$ cat config.mk
export PLATFORM = sky130hd
export DESIGN_NAME = crc_dynamic_gen
export DESIGN_NICKNAME = d
export VERILOG_FILES = /design/src/rtl/crc_pkg.sv /design/src/rtl/crc_step.sv /design/src/rtl/crc_dynamic_gen.sv
export SDC_FILE = /design/constraint.sdc
export NUM_CORES = 1
export LEC_CHECK = 0
export ABC_AREA = 1
export CAP_MARGIN = 20
export CORE_MARGIN = 2
export CORE_UTILIZATION = 30
export CTS_BUF_LIST = sky130_fd_sc_hd__clkbuf_4
export DETAILED_ROUTE_END_ITERATION = 7
export SLEW_MARGIN = 20
export SYNTH_ARGS = -nofsm -noshare
export SYNTH_HDL_FRONTEND = slang
export SYNTH_SLANG_ARGS = --single-unit
$ cat constraint.sdc
create_clock -name clk -period 2.5 [get_ports clk]
set_input_delay 0.625 -clock clk [delete_from_list [all_inputs] [get_ports clk]]
set_output_delay 0.625 -clock clk [all_outputs]
set_load 0.1 [all_outputs]
$ cat src/rtl/crc_pkg.sv
// crc_pkg: shared CRC width default, CCITT presets and bit-reverse helper.
package crc_pkg;
  localparam int CRC_DEFAULT_SIZE = 16;
  localparam logic [15:0] CRC16_CCITT_POLY = 16'h1021;
  localparam logic [15:0] CRC16_CCITT_INIT = 16'hFFFF;
  localparam logic [15:0] CRC16_CCITT_XOR  = 16'h0000;
  // Reverses the low n bits of v; bits at and above n read as zero.
  function automatic logic [63:0] bit_reverse(input logic [63:0] v, input int n);
    logic [63:0] r;
    r = '0;
    for (int i = 0; i < 64; i++) if (i < n) r[i] = v[n-1-i];
    return r;
  endfunction
endpackage

$ cat src/rtl/crc_step.sv
// crc_step: combinational one-bit MSB-first LFSR update for an N-bit CRC.
module crc_step #(
  parameter int N = 16
) (
  input  logic [N-1:0] cur,
  input  logic         data,
  input  logic [N-1:0] poly,
  output logic [N-1:0] next_state
);
  assign next_state = {cur[N-2:0], 1'b0} ^ ((cur[N-1] ^ data) ? poly : '0);
endmodule

$ cat src/rtl/crc_dynamic_gen.sv
// crc_dynamic_gen: bit-serial CRC with runtime poly/init/final_xor.
// Define CRC_REFOUT_EN to bit-reverse the register before the final XOR.
module crc_dynamic_gen
  import crc_pkg::*;
#(
  parameter int CRC_SIZE = CRC_DEFAULT_SIZE
) (
  input  logic                clk,
  input  logic                rst,
  input  logic                data,
  input  logic                enable,
  input  logic [CRC_SIZE-1:0] init_val,
  input  logic [CRC_SIZE-1:0] poly,
  input  logic [CRC_SIZE-1:0] final_xor,
  output logic [CRC_SIZE-1:0] crc
);
  logic [CRC_SIZE-1:0] state, cur, nxt;
  logic fresh;
  // init_val stands in for the register until the first absorbed bit
  assign cur = fresh ? init_val : state;
  crc_step #(.N(CRC_SIZE)) u_step (
    .cur       (cur),
    .data      (data),
    .poly      (poly),
    .next_state(nxt)
  );
  always_ff @(posedge clk or negedge rst) begin
    if (!rst) begin
      state <= '0;
      fresh <= 1'b1;
    end else if (enable) begin
      state <= nxt;
      fresh <= 1'b0;
    end
  end
`ifdef CRC_REFOUT_EN
  logic [63:0] rev;
  assign rev = bit_reverse(64'(cur), CRC_SIZE);
  assign crc = rev[CRC_SIZE-1:0] ^ final_xor;
`else
  assign crc = cur ^ final_xor;
`endif
endmodule

; Word-level counts from Yosys, hierarchy flattened
; Index checks and enable logic that the tools add are counted.
[op_classes]
n_mux = 2
bitwise_logic = 3
[op_table]
columns = operator, n
row1 = $mux W16, 2
row2 = $xor A16 B16 Y16, 2
row3 = $xor A1 B1 Y1, 1
[word_totals]
out_inout_bits = 16
regBits = 17

; Depth between registers and ports, before layout
[logic_depth]
ltp_word = 4
depth_mapped = 10
mapped_depth_nobuf = 8

; Hierarchy
; A second synthesis with hierarchy kept.
[hier_totals]
cells_unflattened = 323
hier_area_um2 = 1810.5
[by_module_without_submodules]
columns = mod, cells_each, area_each_um2, seq_area_each_um2, instances
row1 = crc_dynamic_gen, 237, 1398.8, 426.7, 1
row2 = crc_step, 86, 411.6, 0.0, 1

; Worst setup path before layout
; Ideal clock, no wire load.
[synth_path]
path_type = register -> output
start = register fresh
end = output crc[10]
t_required_ps = 1875
slack_ps = -525
stages_incl_launch_ff = 6
path_buffers = 2
arrival_ps = 2400
cell_sequence = dfstp_2 buf_6 buf_2 nand2_1 nand2_1 xor2_1
[synth_via]
elab_chain_cells = 2
[synth_lines]
columns = element, line
row1 = "start, declared", crc_dynamic_gen.sv:18  ; logic fresh;
row2 = "start signal, assigned", crc_dynamic_gen.sv:30  ; fresh <= 1'b1;
row3 = "start signal, assigned", crc_dynamic_gen.sv:33  ; fresh <= 1'b0;
row4 = $mux W16, crc_dynamic_gen.sv:20  ; assign cur = fresh ? init_val : state;
row5 = $xor A16 B16 Y16, crc_dynamic_gen.sv:41  ; assign crc = cur ^ final_xor;
row6 = "end, declared", crc_dynamic_gen.sv:15  ; output logic [CRC_SIZE-1:0] crc
; No other way between the ends.

; Worst setup path after layout
[layout_path]
start = register fresh
end = output crc[11]
; The elaborated chain is that of the path after synthesis.

==> impl_metrics.xml <==
<?xml version="1.0" encoding="UTF-8"?>
<metrics>
  <group name="run_status">
    <metric name="outcome" unit="">complete, no violations</metric>
  </group>
  <group name="placement">
    <metric name="postPlaceCellArea" unit="µm²">2450</metric>
    <metric name="numPlacedInstances" unit="">319</metric>
    <metric name="worst_slack_placed" unit="ns">0.132</metric>
    <metric name="finalWeightedCongestion" unit="">0.819</metric>
    <metric name="hpwl" unit="µm">2900</metric>
    <metric name="io_buffers" unit="">67</metric>
  </group>
  <group name="pwr">
    <metric name="ir_drop" unit="mV">0.306</metric>
    <metric name="power_leakage" unit="nW">1.18</metric>
    <metric name="power_per_cell_area" unit="nW/µm²">789</metric>
  </group>
  <group name="yosys">
    <metric name="count_of_flip_flops_with_a_built_in_enable_after_synthesis" unit="">0</metric>
    <metric name="yosysTopAreaCellShare" unit="%">29.2</metric>
    <metric name="synth.ff_latch_count" unit="">17</metric>
    <metric name="synthCells" unit="">206</metric>
    <metric name="syn-num-nets" unit="">258</metric>
    <metric name="synth_area" unit="µm²">1370</metric>
    <metric name="yosys_warnings" unit="">0</metric>
    <metric name="synth.area.top_cells" unit="">dfrtp_1 29%, nand2_1 24%, nand3_1 11%</metric>
    <metric name="synth_top_area_cell" unit="">dfrtp_1</metric>
    <metric name="synthFlopType" unit="">dfrtp_1</metric>
    <metric name="postSynthAreaPerCell" unit="µm²">6.65</metric>
    <metric name="yosysUniqueCellTypes" unit="">17</metric>
    <metric name="synth_commonest_cells" unit="">88 x nand2_1, 30 x nand3_1, 18 x inv_1</metric>
    <metric name="seq_total_area_yosys" unit="%">31.1</metric>
    <metric name="synth.most_common_cell" unit="">nand2_1</metric>
    <metric name="ys_async_rst_share" unit="%">100</metric>
  </group>
  <group name="global_routing">
    <metric name="globalRoute.totalOverflow" unit="">0</metric>
    <metric name="grt_use_total" unit="%">16.0</metric>
    <metric name="grt_pass1_vias" unit="">1480</metric>
    <metric name="maximum_number_of_pins_on_one_net_before_global_route_repair" unit="">32</metric>
    <metric name="antenna_found_initial" unit="">0</metric>
    <metric name="grt_first_pass_wirelength" unit="µm">6540</metric>
  </group>
  <group name="critical_path">
    <metric name="crit_path_max_incr_delay" unit="ns">0.69</metric>
    <metric name="setup.worst_path.class" unit="">register to output pin</metric>
    <metric name="critical_path.endpoint_type" unit="">output pin</metric>
    <metric name="worst-endpoint-required" unit="ns">1.88</metric>
    <metric name="critical_path.cell_chain" unit="">buf_4, nand2_1, nand2_1, xor2_4, buf_12</metric>
    <metric name="path_common_cell" unit="">nand2_1</metric>
    <metric name="timing.critical_path.buf_inv" unit="">2</metric>
    <metric name="crit_arrival" unit="ns">1.76</metric>
    <metric name="category_of_the_worst_setup_path_launch_point" unit="">register</metric>
    <metric name="worst_path_dominant_cell_family" unit="">flip-flops</metric>
    <metric name="timing.critical_path.fanout_max" unit="">9</metric>
    <metric name="slowest_stage" unit="">dfstp_4</metric>
  </group>
  <group name="timing">
    <metric name="worst_hold_slack" unit="ns">0.487</metric>
    <metric name="worst_case_headroom_to_the_max_slew_limit" unit="%">67.4</metric>
    <metric name="max_slew.worst_pin.slew" unit="ns">0.485</metric>
    <metric name="final_count_of_hold_timing_violations" unit="">0</metric>
    <metric name="finalMaxSlewViolations" unit="">0</metric>
    <metric name="fin_skew" unit="ns">0.00459</metric>
    <metric name="fmax" unit="MHz">418</metric>
    <metric name="grt_setup_unrepaired" unit="">false</metric>
    <metric name="finalCritPeriodShare" unit="%">95.6</metric>
    <metric name="layout_setup_ws" unit="ns">0.110</metric>
    <metric name="setup_violations" unit="">0</metric>
    <metric name="layout_min_cycle_time" unit="ns">2.39</metric>
  </group>
  <group name="worst_hold_path">
    <metric name="hold_class" unit="">register to register</metric>
  </group>
  <group name="routing">
    <metric name="drtIter0Drc" unit="">47</metric>
    <metric name="post_detailed_route_wirelength_per_cell" unit="µm">11.7</metric>
    <metric name="drt-vias-per-instance" unit="">4.56</metric>
    <metric name="antenna_violating_nets_left" unit="">0</metric>
    <metric name="postRouteWirelength" unit="µm">3820</metric>
    <metric name="detailed_route_via_count" unit="">1488</metric>
    <metric name="drt_drc_violations_left" unit="">0</metric>
    <metric name="detailedRoute.firstPassIterationCount" unit="">4</metric>
  </group>
  <group name="layout">
    <metric name="post-route-util" unit="%">57.0</metric>
    <metric name="finish.instance_area" unit="µm²">2500</metric>
    <metric name="antenna_cells" unit="">0</metric>
    <metric name="num-nets-final" unit="">327</metric>
    <metric name="layoutNonFillerInstCount" unit="">326</metric>
    <metric name="nFillCells" unit="">407</metric>
    <metric name="area_delta_synth_final" unit="%">82.6</metric>
    <metric name="post_route_cells_drive_above_1_share" unit="%">19.0</metric>
  </group>
  <group name="floorplan">
    <metric name="design.core.area" unit="µm²">4380</metric>
    <metric name="die_w" unit="µm">71.6</metric>
    <metric name="die_height" unit="µm">71.6</metric>
    <metric name="placement_rows" unit="">24</metric>
    <metric name="initial_cell_density_of_the_core" unit="%">31.2</metric>
    <metric name="pin_count" unit="">68</metric>
    <metric name="floorplan.die_area" unit="µm²">5120</metric>
  </group>
  <group name="clocking">
    <metric name="clk_latency" unit="ns">0.28</metric>
    <metric name="ctsHtreeMaxLevel" unit="">1</metric>
    <metric name="tritoncts" unit="">built</metric>
    <metric name="path_clk_slew" unit="ns">0.09</metric>
    <metric name="cts-root-buf" unit="">clkbuf_4</metric>
    <metric name="numClockSinks" unit="">17</metric>
    <metric name="clock_path_buffers" unit="">2</metric>
    <metric name="cts_hold_buf" unit="">0</metric>
    <metric name="number_of_buffers_created_by_cts" unit="">3</metric>
  </group>
  <group name="flow_run">
    <metric name="max_cap_viol_count" unit="">0</metric>
  </group>
</metrics>
[worst register-to-register path, delay by kind of cell, from the launching register on]
family	cells	cell delay, ns
DFF	1	0.69
buffers and inverters	2	0.36
and+or+nand+nor	6	0.54
[state kept, by name, summed over array words and instances (netlist names)]
signal and cells:
fresh 1, state 16
[power by group]
part           total, mW  internal [mW]  switching (mW)
clock              0.141         0.0593          0.0816
combinational       1.47          0.535           0.930
sequential         0.367          0.335          0.0317
total               1.97          0.930            1.04
[cells in the final DEF (no fill, tap or decap)]
cell type / Yosys / final
nand2_1: 88 / 88
clkdlybuf4s50_1: 0 / 51
nand3_1: 30 / 30
inv_1: 18 / 18
nand4_1: 16 / 16
buf_12: 0 / 16
dfrtp_1: 16 / 16
xor2_4: 0 / 9
buf_4: 6 / 9
xor2_2: 0 / 7
nand2_4: 3 / 3
clkbuf_4: 0 / 3
o21ai_0: 2 / 2
inv_4: 1 / 1
nand2_2: 1 / 1
nand3_2: 1 / 1
nor2_1: 1 / 1
clkinv_2: 0 / 1
dfstp_4: 0 / 1
[final cells by class]
class / instances / area, µm² / share of cell area (%)
Inverter: 19 / 73.8 / 2.95
Clock buffer: 3 / 22.5 / 0.900
Clock inverter: 1 / 5.00 / 0.200
Sequential cell: 17 / 430 / 17.2
Tap cell: 52 / 65.1 / 2.60
Multi-Input combinational cell: 158 / 1010 / 40.2
Timing Repair Buffer: 76 / 898 / 35.9
[worst paths after layout]
check	start	end	slack [ns]	depth (start not counted)
max reg2reg	fresh$_DFFE_PN1P_	state[4]$_DFFE_PN0P_	0.81	8
max	fresh$_DFFE_PN1P_	crc[11]	0.11	5
max in group asynchronous	rst	fresh$_DFFE_PN1P_	1.58	2
min reg2reg	state[3]$_DFFE_PN0P_	state[3]$_DFFE_PN0P_	0.49	2
min	state[3]$_DFFE_PN0P_	state[3]$_DFFE_PN0P_	0.49	2
min in group asynchronous	rst	state[14]$_DFFE_PN0P_	0.66	2
[metal layers]
metal	track usage (%)	part of all wire [%]	routed length (µm)
met1	21.7	47	1790
met2	26.4	47	1790
met3	3.38	6.1	233
met4	3.56	0.26	10
met5	0	0	0
[per-stage QoR]
step | setup TNS, ns | power, mW
after global routing | 0 | 2.08
after floorplan | -0.00543 | 1.34
after detailed placement | 0 | 1.85
after global placement | 0 | 1.83
after CTS | 0 | 1.99
final | 0 | 1.97
[logic make-up (layout without fill, tap and decap cells)]
| group | after synthesis | count (layout) | share of synthesized area, % |
|---|---|---|---|
| simple gates | 140 | 140 | 46.3 |
| buf+inv | 31 | 99 | 11.6 |
| flops | 17 | 17 | 31.1 |
| xor+xnor | 16 | 16 | 10.2 |
| compound gates | 2 | 2 | 0.731 |
[timing repair]
| action | CTS | global route |
|---|---|---|
| buffers inserted | 0 | 3 |
| setup endpoints to repair | 2 | 3 |
| resized for setup | 1 | 0 |
| hold endpoints to repair | 0 | 0 |
| gates cloned | 0 | 0 |
Note: power is estimated with default switching activity, not from simulation.
